[config.mk]
export PLATFORM = sky130hd
export DESIGN_NAME = cla_addsub_pipe
export DESIGN_NICKNAME = d
export VERILOG_FILES = /design/src/rtl/cla_pkg.sv /design/src/rtl/cla_block.sv /design/src/rtl/cla_addsub_pipe.sv
export SDC_FILE = /design/constraint.sdc
export NUM_CORES = 1
export LEC_CHECK = 0
export ABC_AREA = 0
export ABC_CLOCK_PERIOD_IN_PS = 4850
export CORE_ASPECT_RATIO = 1.75
export CORE_UTILIZATION = 40
export CTS_CLUSTER_SIZE = 16
export DETAILED_ROUTE_END_ITERATION = 16
export PLACE_DENSITY = 0.66
export SLEW_MARGIN = 20
export SYNTH_ARGS = -nofsm -noshare
export SYNTH_HDL_FRONTEND = slang
export SYNTH_SLANG_ARGS = --single-unit
[constraint.sdc]
create_clock -name clk -period 4.85 [get_ports clk]
set_clock_uncertainty 0.15 [all_clocks]
set_input_delay 0.97 -clock clk [delete_from_list [all_inputs] [get_ports clk]]
set_output_delay 0.97 -clock clk [all_outputs]
set_load 0.02 [all_outputs]
[src/rtl/cla_pkg.sv]
`default_nettype none
// ============================================================================
// Module      : cla_pkg
// Description : Shared encodings for the pipelined CLA adder/subtractor.
// Revision    : 1.0 - initial release
// ============================================================================
package cla_pkg;

   typedef enum logic [1:0] {
      OP_ADD = 2'b00,
      OP_SUB = 2'b01,
      OP_ADC = 2'b10,
      OP_SBB = 2'b11
   } cla_op_e;

   localparam int FLAG_N = 3;
   localparam int FLAG_Z = 2;
   localparam int FLAG_C = 1;
   localparam int FLAG_V = 0;

   // Carry into bit 0; for SBB a set in_cin means "no borrow".
   function automatic logic carry_in(input cla_op_e op, input logic cin);
      logic c;
      case (op)
         OP_ADD:  c = 1'b0;
         OP_SUB:  c = 1'b1;
         default: c = cin;
      endcase
      return c;
   endfunction

endpackage
`default_nettype wire

[src/rtl/cla_block.sv]
`default_nettype none
// ============================================================================
// Module      : cla_block
// Description : Combinational SEG-bit carry-lookahead segment, BLOCK-bit groups.
// Revision    : 1.0 - initial release
// ============================================================================
module cla_block #(
   parameter int SEG   = 16,
   parameter int BLOCK = 4
) (
   input  logic [SEG-1:0] a,
   input  logic [SEG-1:0] b,
   input  logic           cin,
   output logic [SEG-1:0] sum,
   output logic           cout
);

   localparam int c_nb = SEG / BLOCK;

   logic [SEG-1:0]  w_g;
   logic [SEG-1:0]  w_p;
   logic [SEG-1:0]  w_c;
   logic [c_nb-1:0] w_gg;
   logic [c_nb-1:0] w_gp;
   logic [c_nb:0]   w_cg;

   assign w_g = a & b;
   assign w_p = a ^ b;

   always_comb begin
      logic t_c;
      logic t_p;
      w_gg = '0;
      w_gp = '0;
      w_cg = '0;
      w_c  = '0;
      t_c  = 1'b0;
      t_p  = 1'b1;
      for (int j = 0; j < c_nb; j++) begin
         w_gg[j] = 1'b0;
         w_gp[j] = 1'b1;
         for (int i = 0; i < BLOCK; i++) begin
            w_gg[j] = w_g[j*BLOCK+i] | (w_p[j*BLOCK+i] & w_gg[j]);
            w_gp[j] = w_gp[j] & w_p[j*BLOCK+i];
         end
      end
      // Group carries as flat sum-of-products over all lower groups.
      w_cg[0] = cin;
      for (int j = 0; j < c_nb; j++) begin
         t_c = 1'b0;
         t_p = 1'b1;
         for (int m = j; m >= 0; m--) begin
            t_c = t_c | (w_gg[m] & t_p);
            t_p = t_p & w_gp[m];
         end
         w_cg[j+1] = t_c | (t_p & cin);
      end
      for (int j = 0; j < c_nb; j++) begin
         w_c[j*BLOCK] = w_cg[j];
         for (int i = 1; i < BLOCK; i++) begin
            w_c[j*BLOCK+i] = w_g[j*BLOCK+i-1] | (w_p[j*BLOCK+i-1] & w_c[j*BLOCK+i-1]);
         end
      end
   end

   assign sum  = w_p ^ w_c;
   assign cout = w_cg[c_nb];

endmodule
`default_nettype wire

[src/rtl/cla_addsub_pipe.sv]
`default_nettype none
// ============================================================================
// Module      : cla_addsub_pipe
// Description : Pipelined CLA add/sub with flags and valid/ready backpressure.
// Revision    : 1.0 - initial release
// ============================================================================
module cla_addsub_pipe
   import cla_pkg::*;
#(
   parameter int WIDTH  = 32,
   parameter int STAGES = 2,
   parameter int BLOCK  = 4
) (
   input  logic             clk,
   input  logic             rst_n,
   input  logic             in_valid,
   output logic             in_ready,
   input  logic [WIDTH-1:0] in_a,
   input  logic [WIDTH-1:0] in_b,
   input  logic [1:0]       in_op,
   input  logic             in_cin,
   output logic             out_valid,
   input  logic             out_ready,
   output logic [WIDTH-1:0] out_sum,
   output logic [3:0]       out_flags
);

   localparam int c_seg  = WIDTH / STAGES;
   localparam int c_last = STAGES - 1;

   logic [WIDTH-1:0] w_bp;
   logic             w_c0;

   // op bit 0 selects the inverted-B forms (SUB, SBB).
   assign w_bp = in_op[0] ? ~in_b : in_b;
   assign w_c0 = carry_in(cla_op_e'(in_op), in_cin);

   genvar k;
   generate
      for (k = 0; k < STAGES; k++) begin : g_stage
         localparam int c_rem  = WIDTH - k*c_seg;
         localparam int c_done = (k+1)*c_seg;

         logic [c_rem-1:0]  w_a;
         logic [c_rem-1:0]  w_b;
         logic              w_ci;
         logic              w_v;
         logic              w_adv;
         logic [c_seg-1:0]  w_s;
         logic              w_co;
         logic [c_done-1:0] w_acc;

         cla_block #(.SEG(c_seg), .BLOCK(BLOCK)) u_blk (
            .a    (w_a[c_seg-1:0]),
            .b    (w_b[c_seg-1:0]),
            .cin  (w_ci),
            .sum  (w_s),
            .cout (w_co)
         );

         if (k == 0) begin : g_in
            assign w_a   = in_a;
            assign w_b   = w_bp;
            assign w_ci  = w_c0;
            assign w_v   = in_valid;
            assign w_acc = w_s;
         end else begin : g_reg
            logic [c_rem-1:0]   r_a;
            logic [c_rem-1:0]   r_b;
            logic               r_c;
            logic               r_v;
            logic [k*c_seg-1:0] r_lo;

            always_ff @(posedge clk or negedge rst_n) begin
               if (!rst_n) begin
                  r_v  <= 1'b0;
                  r_a  <= '0;
                  r_b  <= '0;
                  r_c  <= 1'b0;
                  r_lo <= '0;
               end else if (g_stage[k-1].w_adv) begin
                  r_v <= g_stage[k-1].w_v;
                  if (g_stage[k-1].w_v) begin
                     r_a  <= g_stage[k-1].w_a[c_rem+c_seg-1:c_seg];
                     r_b  <= g_stage[k-1].w_b[c_rem+c_seg-1:c_seg];
                     r_c  <= g_stage[k-1].w_co;
                     r_lo <= g_stage[k-1].w_acc;
                  end
               end
            end

            assign w_a   = r_a;
            assign w_b   = r_b;
            assign w_ci  = r_c;
            assign w_v   = r_v;
            assign w_acc = {w_s, r_lo};
         end

         // w_adv: the register following this stage loads this cycle.
         if (k == STAGES-1) begin : g_tail
            assign w_adv = !out_valid || out_ready;
         end else begin : g_mid
            assign w_adv = !g_stage[k+1].w_v || g_stage[k+1].w_adv;
         end
      end
   endgenerate

   assign in_ready = g_stage[0].w_adv;

   logic [WIDTH-1:0] w_res;
   logic [3:0]       w_flags;
   logic             w_amsb;
   logic             w_bmsb;

   assign w_res  = g_stage[c_last].w_acc;
   assign w_amsb = g_stage[c_last].w_a[c_seg-1];
   assign w_bmsb = g_stage[c_last].w_b[c_seg-1];

   always_comb begin
      w_flags         = '0;
      w_flags[FLAG_N] = w_res[WIDTH-1];
      w_flags[FLAG_Z] = (w_res == '0);
      w_flags[FLAG_C] = g_stage[c_last].w_co;
      w_flags[FLAG_V] = (w_amsb == w_bmsb) && (w_res[WIDTH-1] != w_amsb);
   end

   always_ff @(posedge clk or negedge rst_n) begin
      if (!rst_n) begin
         out_valid <= 1'b0;
         out_sum   <= '0;
         out_flags <= '0;
      end else if (g_stage[c_last].w_adv) begin
         out_valid <= g_stage[c_last].w_v;
         if (g_stage[c_last].w_v) begin
            out_sum   <= w_res;
            out_flags <= w_flags;
         end
      end
   end

endmodule
`default_nettype wire

# Word-level counts from Yosys, hierarchy flattened
# Cells that the tools add are included.
[classes]
addsub = 0
multipliers = 0
div_mod_pow = 0
order_cmp = 0
n_eq_ne = 3
n_shift = 0
mux = 2
bitwise = 179
reduce_logical = 9
[ops]
columns = ["cell", "count"]
rows = [
  ["1-bit AND", 104],
  ["1-bit bitwise OR", 68],
  ["16-bit XOR", 4],
  ["16-bit AND", 2],
  ["32-bit zero test", 1],
  ["32-bit two-way mux", 1],
  ["32-bit NOT", 1],
  ["2-bit AND reduction", 2],
  ["2-bit by 1-bit == test with 1-bit output (second input constant)", 1],
  ["1-bit zero test", 2],
  ["2-bit zero test", 1],
  ["1-bit logical OR", 2],
  ["1-bit one-hot mux with 2 select lines", 1],
  ["1-bit == test", 1],
  ["1-bit logical AND", 1],
  ["1-bit != test", 1],
]
[totals]
regBits = 87
latch_bits = 0
mem_bits_rw = 0
romBits = 0
in_bits = 71
n_memories = 0

# Depth between registers and ports, before layout
[logic_depth]
word_depth = 20
ltp_mapped = 15

# Cells and area by module
# From an unflattened synthesis, not the netlist that was laid out.
[unflattened]
cells_unflattened = 366
area_unflattened_um2 = 5028.6
[modules_own_cells]
columns = ["mod", "instances", "cells_per_inst", "area_per_inst_um2", "seq_area_each_um2"]
rows = [
  ["cla_addsub_pipe", 1, 236, 3701.0, 2152.1],
  ["cla_block (g_stage[0].u_blk)", 1, 65, 665.6, 0.0],
  ["cla_block (g_stage[1].u_blk)", 1, 65, 661.9, 0.0],
]

# Worst setup path before layout
# No wires, ideal clock.
[synth_path]
path_type = "input port to flip-flop"
start = "in in_op[0]"
end = "reg g_stage[1].g_reg.r_lo[15]"
setup_ps = 83
arrival_ps = 4081
required_time_ps = 4617
setup_slack_ps = 536
cell_stages = 15
path_buffers = 2
cell_sequence = "buf_6 buf_2 xor2_1 ha_1 nand2_1 o22ai_2 a211oi_4 o21ai_1 inv_1 o21ba_1 fa_1 fa_1 fa_1 xor2_1 o21ai_0"
[synth_via]
elab_chain_cells = 19
[synth_lines]
columns = ["item", "line_no", "text"]
rows = [
  ["start: declaration", "cla_addsub_pipe.sv:20", "input logic [1:0] in_op,"],
  ["32-bit two-way mux", "cla_addsub_pipe.sv:35", "assign w_bp = in_op[0] ? ~in_b : in_b;"],
  ["16-bit XOR or 16-bit AND (tied branches)", "cla_block.sv:28, cla_block.sv:27", ""],
  ["1-bit AND", "cla_block.sv:43", "w_gg[j] = w_g[j*BLOCK+i] | (w_p[j*BLOCK+i] & w_gg[j]);"],
  ["1-bit bitwise OR", "cla_block.sv:43", ""],
  ["1-bit AND", "cla_block.sv:43", ""],
  ["1-bit bitwise OR", "cla_block.sv:43", ""],
  ["1-bit AND", "cla_block.sv:43", ""],
  ["1-bit bitwise OR", "cla_block.sv:43", ""],
  ["(+3 left out)", "-", ""],
  ["1-bit bitwise OR", "cla_block.sv:56", "w_cg[j+1] = t_c | (t_p & cin);"],
  ["1-bit AND", "cla_block.sv:61", "w_c[j*BLOCK+i] = w_g[j*BLOCK+i-1] | (w_p[j*BLOCK+i-1] & w_c[j*BLOCK+i-1]);"],
  ["1-bit bitwise OR", "cla_block.sv:61", ""],
  ["1-bit AND", "cla_block.sv:61", ""],
  ["1-bit bitwise OR", "cla_block.sv:61", ""],
  ["1-bit AND", "cla_block.sv:61", ""],
  ["1-bit bitwise OR", "cla_block.sv:61", ""],
  ["16-bit XOR *", "cla_block.sv:66", "assign sum = w_p ^ w_c;"],
  ["end signal: assignment", "cla_addsub_pipe.sv:87", "r_lo <= g_stage[k-1].w_acc;"],
  ["end: declaration", "cla_addsub_pipe.sv:72", "logic [k*c_seg-1:0] r_lo;"],
]
# Mark *: on every way between the ends. The rest lies on a longest branch, timed or not.
# A chain may end at the register's enable or synchronous reset.

# Worst setup path after layout
[layout_path]
start = "in in_b[3]"
end = "reg g_stage[1].g_reg.r_lo[15]"
[layout_via]
elab_chain_cells = 15
[layout_lines]
columns = ["item", "line_no", "text"]
rows = [
  ["start: declaration", "cla_addsub_pipe.sv:19", "input logic [WIDTH-1:0] in_b,"],
  ["32-bit NOT", "cla_addsub_pipe.sv:35", ""],
  ["32-bit two-way mux *", "cla_addsub_pipe.sv:35", ""],
  ["16-bit XOR", "cla_block.sv:28", "assign w_p = a ^ b;"],
  ["1-bit AND", "cla_block.sv:43", ""],
  ["1-bit bitwise OR", "cla_block.sv:43", ""],
  ["1-bit AND", "cla_block.sv:53", "t_c = t_c | (w_gg[m] & t_p);"],
  ["1-bit bitwise OR", "cla_block.sv:53", ""],
  ["1-bit bitwise OR *", "cla_block.sv:56", ""],
  ["1-bit AND *", "cla_block.sv:61", ""],
  ["1-bit bitwise OR *", "cla_block.sv:61", ""],
  ["1-bit AND *", "cla_block.sv:61", ""],
  ["1-bit bitwise OR *", "cla_block.sv:61", ""],
  ["1-bit AND *", "cla_block.sv:61", ""],
  ["1-bit bitwise OR *", "cla_block.sv:61", ""],
  ["16-bit XOR *", "cla_block.sv:66", ""],
]
# Marked as above.

==> results.ini <==
[setup_path]
cp.arrival_ns = 4.43
crit_type = input pin to flop
critPathLaunchType = input pin
critPathMaxFanout = 4
worstPathRequired_ns = 4.94
crit_path_end_kind = flop

[yosys]
syn_area_per_cell_sq_um = 11.5
synth_ff_type = dfrtp_1
synth.cell_area_sq_mm = 0.00489
postSynth.asyncResetShare = 1.00
ys_types = 37
ys_ff_latch = 86
synthCells = 424
yosysWarnings = 0
synthesis.nets = 551
synth_edf_count = 0
seq_area_frac_synth = 0.440

[timing]
max-slew-margin-rel = 0.421
tns_ns = 0
finalSetupViolations = 0
period_minus_slack_ns = 4.33
setup_ws_ns = 0.518
tightest_slew_ns = 0.867
max_freq_mhz = 231
rsz0062_at_grt = no
period_share = 0.893
finalHoldViolations = 0
drv_slew = 0

[clock_network]
clockRootBuffer = clkbuf_16
ctsLongestPathBuffers = 2
cts.reportedPaths.clkPinSlew_ns = 0.06
cts_tree = yes
cts_buffers = 9
cts_sinks = 86
postCtsHoldBufs = 0
clock_latency_ns = 0.33
cts_setup_buffers = 0
cts_resized = 0
htree_levels = 3

[grt]
gr-usage-all-layers = 0.178
grt_pass1_wl_microns = 17100
antenna_found_initial = 0
grt_max_degree = 46
gr-total-overflow = 0
grt_pass1_vias = 3646

[placed_design]
dp_cells = 658
place_area_sq_mm = 0.00609
post-place-ws_ns = 0.115
portBuffers = 108
place.gp.congestion = 0.829
dpl.hpwl_microns = 8420

[cells_and_area]
syn_to_final_growth_pct = 31.1
layout.nets = 659
drive_above_1_share = 0.134
final_cell_mix = 106 x clkdlybuf4s50_1, 86 x dfrtp_1, 47 x nand2_1, 43 x mux2_2, 42 x o21ai_0
design_area_sq_mm = 0.00641
regArea_sq_mm = 0.00215
diodes = 0
layout.cells.non_filler = 673
nFillCells = 1064
multiInputGateArea_sq_mm = 0.00253
layout_commonest_cell = clkdlybuf4s50_1

[detailed_routing]
viasPerCell = 5.02
drcViolationCount = 0
dr.pass1.iters = 4
drtIter0Drc = 97
vias = 3380
wl_per_cell_microns = 15.4
detail-route-antenna-nets = 0
drt-total-wl_microns = 10400

[job]
maxCapViolations = 0

[floorplanning]
initial_core_util = 0.410
fp.dieW_microns = 85.6
die_area_sq_mm = 0.0127
rows = 53
die_h_microns = 148
ios = 109
fp.coreArea_sq_mm = 0.0119

[power_and_ir_drop]
fin_total_pwr_uw = 2940
powerDensity_mw_per_mm2 = 458
peakVddDrop_mv = 0.167
leakage_uw = 0.00281

[status]
status = finished, final reports clean

[min_path]
min_path_type = flop to flop

==> state kept, by name, summed over array words and instances (netlist names) <==
name,cells
g_stage.g_reg.r_b,16
out_flags,3
g_stage.g_reg.r_c,1
out_valid,1
out_sum,32
g_stage.g_reg.r_v,1
g_stage.g_reg.r_a,16
g_stage.g_reg.r_lo,16
==> cells by family after synthesis <==
group | Yosys count | share of synthesized area
flip-flops | 86 | 0.440
AND/OR/NAND/NOR | 82 | 0.0770
AO/OA/AOI/OAI | 68 | 0.0832
adder cells (fa/ha/maj) | 56 | 0.180
buffers and inverters | 47 | 0.0425
multiplexers | 44 | 0.104
XOR/XNOR | 41 | 0.0734
==> area by class of cell <==
cell class              instances  area share
well taps                     137      0.0267
repair buffers                115       0.176
inverters                      29      0.0170
clock buffers                  12      0.0400
clock inverters                 3      0.0105
multi-input cells             291       0.395
flip-flops and latches         86       0.336
==> final timing paths <==
kind                                         start  slack [ns]                        end  cells past startpoint
min in group asynchronous                    rst_n        0.47                out_sum[14]                      1
setup reg to reg           g_stage[1].g_reg.r_a[7]        0.79               out_flags[2]                     11
setup / recovery                           in_b[3]        0.52  g_stage[1].g_reg.r_lo[15]                     14
max in group asynchronous                    rst_n        3.10  g_stage[1].g_reg.r_lo[10]                      2
hold / removal                         out_sum[16]        0.33                out_sum[16]                      2
hold reg to reg                        out_sum[16]        0.33                out_sum[16]                      2
==> synth_stat cells (all sizes together), types with 2 or more instances <==
| cell | count | area [sq um] |
|---|---|---|
| nor2 | 9 | 33.8 |
| xnor2 | 20 | 175 |
| nor4 | 6 | 37.5 |
| mux2 | 43 | 484 |
| nand2 | 48 | 183 |
| ha | 32 | 400 |
| buf | 14 | 83.8 |
| clkbuf | 4 | 15.0 |
| a21oi | 12 | 60.1 |
| nand2b | 4 | 25.0 |
| nand4 | 7 | 43.8 |
| nor3 | 2 | 10.0 |
| inv | 29 | 109 |
| fa | 24 | 480 |
| a21o | 2 | 15.0 |
| xor2 | 21 | 184 |
| a2111oi | 2 | 23.8 |
| a211oi | 3 | 35.0 |
| dfrtp | 86 | 2150 |
| nand3 | 3 | 15.0 |
| o21ai | 43 | 215 |
==> critical path, stage by stage <==
cell and delay [ns]:
clkdlybuf4s50_1 0.41, xor2_1 0.14, ha_1 0.39, nand2_1 0.10, o22ai_2 0.21, a211oi_4 0.06, o21ai_1 0.23, inv_1 0.11
o21ba_1 0.23, fa_1 0.42, fa_1 0.43, fa_1 0.43, xor2_1 0.15, o21ai_0 0.15
==> stage by stage <==
| stage | hold slack (ns) | util |
|---|---|---|
| final | 0.328 | 0.537 |
| after global routing | 0.366 | 0.537 |
| after CTS | 0.334 | 0.537 |
| after detailed placement | 0.319 | 0.510 |
| after global placement | 0.314 | 0.510 |
| after floorplan | 0.304 | - |
==> report_power, final <==
part | switching (uW) | internal, uW | total (uW) | leakage [uW]
sequential | 146 | 926 | 1070 | 0.00104
clock | 262 | 476 | 738 | 0.000155
combinational | 549 | 576 | 1120 | 0.00162
total | 957 | 1980 | 2940 | 0.00281
==> metal layers <==
metal,vias to the layer above,GRT usage,part of all wire
met4,0,0.0775,0.030
met2,82,0.336,0.56
met1,1626,0.192,0.38
li1,1653,-,-
met5,-,0,0
met3,19,0.0305,0.029
No activity file was read; power rests on OpenSTA's default activity.
